<file path="src/rtl/control_mul.sv">
// -----------------------------------------------------------------------------
// control_mul -- sequencing controller for a complex multiplier
//
// Purpose:
//   The datapath has one real multiplier, two partial-product registers
//   (pp1, pp2), one add/sub unit and the result registers (p_r, p_i). This
//   controller time-shares the multiplier over four products for each operand
//   pair and computes p = a*b, where p_r = ar*br - ai*bi and p_i = ar*bi + ai*br.
//   It performs no arithmetic itself. Product format is [7:-24].
//
// Optional feature (macro CONTROL_MUL_CONJ_EN):
//   Adds input conj. It is latched on every cycle that issues the PP_RR
//   controls. A latched 1 makes the result a*conj(b).
//
// Ports:
//   clk         in   rising-edge clock
//   rst         in   asynchronous, active-high reset
//   in_valid    in   operand pair a,b present, held until accepted
//   in_ready    out  operand acceptance (1 only in PP_IR)
//   out_valid   out  p_r/p_i hold a complete result
//   out_ready   in   consumer takes the result
//   conj        in   (CONTROL_MUL_CONJ_EN only) conjugate b for this op
//   a_sel/b_sel out  operand mux selects (0 = real, 1 = imaginary)
//   pp1_ce      out  load multiplier output into pp1
//   pp2_ce      out  load multiplier output into pp2
//   sub         out  add/sub unit computes pp1-pp2 (1) or pp1+pp2 (0)
//   p_r_ce      out  load add/sub output into p_r
//   p_i_ce      out  load add/sub output into p_i
//   op_count    out  completed results, wraps at 16 bits
//   o_dbg_state out  current FSM state, for observation only
//
// Handshake: a transfer happens on a rising edge where valid and ready are
// both 1. in_valid must stay high with stable operands until in_valid &
// in_ready. out_valid stays high until out_valid & out_ready.
// -----------------------------------------------------------------------------
module control_mul (
  input  logic        clk,
  input  logic        rst,
  input  logic        in_valid,
  output logic        in_ready,
  output logic        out_valid,
  input  logic        out_ready,
`ifdef CONTROL_MUL_CONJ_EN
  input  logic        conj,
`endif
  output logic        a_sel,
  output logic        b_sel,
  output logic        pp1_ce,
  output logic        pp2_ce,
  output logic        sub,
  output logic        p_r_ce,
  output logic        p_i_ce,
  output logic [15:0] op_count,
  output logic [2:0]  o_dbg_state
);

  typedef enum logic [2:0] {
    IDLE  = 3'd0,
    PP_RR = 3'd1,
    PP_II = 3'd2,
    PR_RI = 3'd3,
    PP_IR = 3'd4,
    PI_WR = 3'd5
  } state_t;

  state_t      r_state;
  logic        r_out_valid;
  logic [15:0] r_op_count;

  logic w_stall;
  logic w_issue_rr;
  logic w_conj;

  // p_r would be overwritten while the consumer still holds the last result,
  // so PR_RI waits. A same-cycle take (out_ready=1) frees p_r in time.
  assign w_stall = (r_state == PR_RI) && r_out_valid && !out_ready;

`ifdef CONTROL_MUL_CONJ_EN
  logic r_conj;

  always_ff @(posedge clk or posedge rst) begin
    if (rst) begin
      r_conj <= 1'b0;
    end else if (w_issue_rr) begin
      r_conj <= conj;
    end
  end

  assign w_conj = r_conj;
`else
  assign w_conj = 1'b0;
`endif

  // Combinational control decode. Gating with rst forces every control low
  // the moment reset asserts, without waiting for a clock edge.
  always_comb begin
    a_sel      = 1'b0;
    b_sel      = 1'b0;
    pp1_ce     = 1'b0;
    pp2_ce     = 1'b0;
    sub        = 1'b0;
    p_r_ce     = 1'b0;
    p_i_ce     = 1'b0;
    in_ready   = 1'b0;
    w_issue_rr = 1'b0;
    if (!rst) begin
      case (r_state)
        PP_RR: begin
          w_issue_rr = 1'b1;
          pp1_ce     = 1'b1;               // ar*br
        end
        PP_II: begin
          a_sel  = 1'b1;
          b_sel  = 1'b1;
          pp2_ce = 1'b1;                   // ai*bi
        end
        PR_RI: begin
          if (!w_stall) begin
            p_r_ce = 1'b1;
            pp1_ce = 1'b1;
            sub    = !w_conj;              // rr-ii, or rr+ii when conjugating
            a_sel  = w_conj;               // conj: ai*br, else ar*bi
            b_sel  = !w_conj;
          end
        end
        PP_IR: begin
          in_ready = 1'b1;                 // last use of a,b for this op
          pp2_ce   = 1'b1;
          a_sel    = !w_conj;              // conj: ar*bi, else ai*br
          b_sel    = w_conj;
        end
        PI_WR: begin
          p_i_ce = 1'b1;
          sub    = w_conj;                 // ri+ir, or ir-ri when conjugating
          // Overlap the next op's first product with this write-back.
          if (in_valid) begin
            w_issue_rr = 1'b1;
            pp1_ce     = 1'b1;
          end
        end
        default: ;
      endcase
    end
  end

  always_ff @(posedge clk or posedge rst) begin
    if (rst) begin
      r_state     <= IDLE;
      r_out_valid <= 1'b0;
      r_op_count  <= 16'h0000;
    end else begin
      case (r_state)
        IDLE:    if (in_valid) r_state <= PP_RR;
        PP_RR:   r_state <= PP_II;
        PP_II:   r_state <= PR_RI;
        PR_RI:   if (!w_stall) r_state <= PP_IR;
        PP_IR:   r_state <= PI_WR;
        PI_WR:   r_state <= in_valid ? PP_II : IDLE;
        default: r_state <= IDLE;
      endcase
      // Completing an op wins over the consumer clearing the previous one.
      if (r_state == PI_WR) begin
        r_out_valid <= 1'b1;
        r_op_count  <= r_op_count + 16'd1;
      end else if (r_out_valid && out_ready) begin
        r_out_valid <= 1'b0;
      end
    end
  end

  assign out_valid   = r_out_valid;
  assign op_count    = r_op_count;
  assign o_dbg_state = r_state;

endmodule

</file>
<file path="config.mk">
export PLATFORM = sky130hd
export DESIGN_NAME = control_mul
export DESIGN_NICKNAME = d
export VERILOG_FILES = /design/src/rtl/control_mul.sv
export SDC_FILE = /design/constraint.sdc
export NUM_CORES = 1
export LEC_CHECK = 0
export CAP_MARGIN = 25
export CORE_UTILIZATION = 35
export CTS_CLUSTER_SIZE = 8
export DETAILED_ROUTE_END_ITERATION = 12
export PLACE_DENSITY = 0.66
export SLEW_MARGIN = 25
export SYNTH_ARGS = -nofsm -noshare
export SYNTH_HDL_FRONTEND = slang
export SYNTH_SLANG_ARGS = --single-unit
</file>
<file path="constraint.sdc">
create_clock -name clk -period 1.4 [get_ports clk]
set_input_delay 0.21 -clock clk [delete_from_list [all_inputs] [get_ports clk]]
set_output_delay 0.21 -clock clk [all_outputs]
set_load 0.03 [all_outputs]
</file>
==> Word level (Yosys, flattened, before mapping) <==
Index checks and enable logic that the tools add are counted.
{ "op_classes": {"addsub": 1, "mux": 20, "n_eq_ne": 7, "reduce_logical": 8} }
{ "op_table": {"columns": ["cell", "n"], "rows": [
  ["$pmux W3 S6", 1],
  ["$add A16 B1 Y16 const B", 1],
  ["$mux W1", 14],
  ["$eq A3 B2 Y1 const B", 2],
  ["$eq A3 B3 Y1 const B", 2],
  ["$mux W3", 2],
  ["$ne A2 B2 Y1 const B", 2],
  ["$eq A3 B1 Y1 const B", 1],
  ["$logic_and A1 B1 Y1", 3],
  ["$logic_not A3 Y1", 1],
  ["$pmux W1 S3", 1],
  ["$mux W2", 1],
  ["$pmux W1 S2", 1],
  ["$reduce_and A2 Y1", 1],
  ["$reduce_bool A2 Y1", 1],
  ["$reduce_or A2 Y1", 1],
  ["$logic_not A1 Y1", 1]
]} }
{ "word_totals": {"reg_bits": 20, "word_cells": 39, "output_inout_bits": 28, "input_bits": 4} }

==> Logic depth before layout (Yosys ltp) <==
{ "logic_depth": {"ltp_word": 6, "ltp_mapped": 6, "mapped_depth_nobuf": 4} }

==> Least setup slack after synthesis <==
OpenSTA, ideal clock, no wires.
{ "synth_timing": {"kind": "register -> output", "start": "register r_state[1] (netlist: o_dbg_state[1])", "end": "output port sub", "path_buffers": 2, "stages_incl_launch_ff": 5, "slack_ns": -0.741, "arrival_time_ns": 1.931, "t_required_ns": 1.190, "path_cell_list": "dfrtp_1 > buf_6 > or2b_1 > nor3_1 > buf_4"} }
{ "synth_via": {"elab_chain_len": 6} }
{ "synth_rtl": {"columns": ["item", "line_no", "source"], "rows": [
  ["start, declared", "66", "state_t r_state;"],
  ["start signal, assigned", "158", "PI_WR: r_state <= in_valid ? PP_II : IDLE;"],
  ["$eq A3 B2 Y1 *", null, null],
  ["$logic_and A1 B1 Y1 (2 in series)", "76", "assign w_stall = (r_state == PR_RI) && r_out_valid && !out_ready;"],
  ["$mux W1", null, null],
  ["$mux W1 * (2 in series)", null, null],
  ["end, declared", "50", "output logic sub,"]
]} }
Mark *: on every way between the ends. The rest lies on a longest branch, timed or not.

==> Worst setup path after layout <==
{ "layout_timing": {"start": "register r_state[1] (netlist: o_dbg_state[1])", "end": "output port p_r_ce"} }
{ "layout_via": {"elab_chain_len": 6} }
{ "layout_rtl": {"columns": ["item", "line_no", "source"], "rows": [
  ["$eq A3 B2 Y1 *", "76, 107", null],
  ["$logic_and A1 B1 Y1 (2 in series)", "76", null],
  ["$mux W1", "118", "if (!w_stall) begin"],
  ["$mux W1 *", "107", "case (r_state)"],
  ["$mux W1 *", "106", "if (!rst) begin"],
  ["end, declared", "51", "output logic p_r_ce,"]
]} }
Marked as above.

==> results by group <==
STA
  – Tmin final: 1630 ps
  – Worst slew margin: 79.4%
  – Worst hold slack: 319 ps
  – Final Max Slew Viols: 0
  – Setup Skew: 7.84 ps
  – RSZ-0062 raised after global routing: true
  – Setup ws final: -229 ps
  – Final setup TNS: -1510 ps
  – Final setup fails: 9
  – Crit share post-route: 116%
  – Tightest Pin Transition: 311 ps
  – Max Freq: 614 MHz
  – Final hold vios: 0

Final layout
  – Synth-to-layout area growth: 59.9%
  – Multi-input logic area: ~540 um^2
  – Filler instances: 250
  – Fraction of layout cells with a size suffix above 1: 46.0%
  – Register area: 509 um^2
  – Cell Count, Final, Fillers Out: 181
  – Antenna Cells: 0
  – Post-layout util: 59.0%
  – Post-route design area: 0.00163 mm^2
  – Nets: 156

Route
  – Vias per inst: 4.82
  – Routed Antenna Nets: 0
  – Routed wire length: 2.39 mm
  – Drt initial violations: 21
  – Via count: 873
  – DRC: 0
  – Drt wl/cell: roughly 13 um
  – DR pass1 iterations: 3

Worst setup path
  – FF-to-FF End: op_count[10]$_DFFE_PP0P_
  – R2r worst-path depth: 4
  – Setup CP Type: reg -> out
  – CP Launch Type: flop
  – Worst Setup SP: o_dbg_state[1]$_DFFE_PP0P_
  – Critical path endpoint: p_r_ce
  – Crit path required time: between 1000 and 1500 ps
  – Register-to-register setup slack: 0 ps
  – CP max FO: 6
  – RR Startpoint: o_dbg_state[1]$_DFFE_PP0P_
  – Critical path arrival: 1420 ps
  – Worst setup EP type: output pin

Clocking
  – Clk_lat worst skew: 300 ps
  – Root Driver: clkbuf_4
  – Total CTS buffers: 3
  – Hold buffers post-CTS: 0
  – Clock buffer depth: 2
  – Sink Count: 20
  – CTS tree: yes
  – H-tree lvl count: 1
  – Clk slew on worst S/H paths: approximately 120 ps

Placement
  – IO Port Bufs: 31
  – Placed cell area: about 0.0015 mm^2
  – Pre-CTS setup slack: -129 ps
  – GPL Wtd Cong: 0.730
  – HPWL Detailed: 1.72 mm
  – Cell count after placement: 171

Global routing
  – Largest net degree at the start of global routing: 21
  – Grt total ovfl: 0
  – Initial antenna violation count: 0
  – Vias in the first global route: 927
  – Overall routing resource usage: 17.1%
  – First-pass GRT wire length: 4.18 mm

Synth
  – Synth Cell Area: 0.00102 mm^2
  – Yosys cell types: 28
  – Cell count after synthesis: 96
  – Synth Area per Inst: 10.6 um^2
  – Top cells by area, synth: dfrtp_1, xnor2_1, xor2_1
  – Yosys warns: 0
  – Cell taking the most area after synthesis: dfrtp_1
  – Seq cells post-synth: 20
  – Top-area cell type share of the netlist area: 49.2%
  – Syn Nets: 101
  – Sequential fraction of the synthesis area: 49.2%

Power
  – Power Density: ~1500 mW/mm^2
  – Power consumption: ~2.5 mW
  – Maximum vdd drop: 1.10 mV
  – P_leak: 0.808 nW

Outcome
  – Failing checks: negative setup slack
  – Status: finished with violations

Floorplan
  – Row cnt: 19
  – Die Area: 0.00313 mm^2
  – Die Wd: between 50 and 60 um
  – Core Box Area: ~0.0028 mm^2
  – Io pins: 32
  – Die Y-Extent: roughly 56 um
  – Initial Utilization: between 30% and 40%

Min path
  – Class of the worst hold path: in -> async

Job
  – Max-cap violations: 0
## timing repair
action / CTS / global route
resized for setup: 34 / 7
pin swaps: 4 / 3
endpoints found under the setup margin: 34 / 17
buffers inserted: 4 / 2
## routing by layer
layer  global-route usage [%]  routed length [um]  vias up
met5                        0                   0        -
met4                     6.27                  10        0
met3                     3.49                 106        2
met2                     30.3                1210       26
met1                     20.5                1070      416
li1                         -                   -      429
## power breakdown
group | internal [mW] | switching (mW)
logic | 0.603 | 0.755
registers | 0.674 | 0.0871
clock network | 0.158 | 0.179
## worst min path at each step
stage	from	end	slack, ps	cells after the start
floorplan	rst	op_count[0]$_DFFE_PP0P_	180	1
finish	rst	out_valid$_DFFE_PP0P_	320	3
global route	rst	out_valid$_DFFE_PP0P_	340	3
CTS	rst	out_valid$_DFFE_PP0P_	320	3
global placement	op_count[6]$_DFFE_PP0P_	op_count[6]$_DFFE_PP0P_	460	1
detailed placement	op_count[15]$_DFFE_PP0P_	op_count[15]$_DFFE_PP0P_	460	1
## layout make-up
| type | count | area share [%] |
|---|---|---|
| multi-input cells | 67 | 33.4 |
| flip-flops and latches | 20 | 31.3 |
| repair buffers | 55 | 29.8 |
| well taps | 31 | 2.38 |
| clock buffers | 4 | 2.23 |
| inverters | 4 | 0.923 |
## placed cells by master (no fill, tap or decap), drive strengths merged
cell type      count
clkdlybuf4s50      3
xor2               6
or3                1
and3               3
clkbuf             4
or2b               1
o21ai              1
and3b              1
o22ai              1
nand2b             2
nand2             11
clkdlybuf4s15      1
nand3              4
and4               1
xnor2             10
nand3b             1
nor3               7
buf               35
dfrtp             20
nor2b              3
inv                4
a221oi             1
nor2               6
nand4              4
ha                 1
a211oi             2
dlygate4sd2       16
## flip-flops by register name (all words and copies together), names as in the netlist
signal and cells:
op_count 16, o_dbg_state 3, out_valid 1
## cells by family (layout without fill, tap and decap cells)
group                      count (synthesis)  after routing  share of synthesized area, %
adders and majority gates                  1              1                          1.23
DFF                                       20             20                          49.2
and+or+nand+nor                           45             45                          26.4
buffers and inverters                      9             63                          5.90
xor gates and xnor gates                  16             16                          13.8
AOI/OAI and AO/OA                          5              5                          3.44
## Yosys cell counts (all sizes together)
library cell	n
and4	1
nand2b	2
xor2	6
nor3	7
xnor2	10
o21ai	1
nand3b	1
nand4	4
a211oi	2
nand2	11
nand3	4
ha	1
o22ai	1
or2b	1
buf	5
and3b	1
dfrtp	20
nor2b	3
a221oi	1
nor2	6
or3	1
and3	3
inv	4
## critical path: stages, from the launching register on
cell,delay (ps)
dfrtp_2,380
buf_6,120
or2b_4,290
nor3_4,170
buf_6,160
No activity file was read; power rests on OpenSTA's default activity.
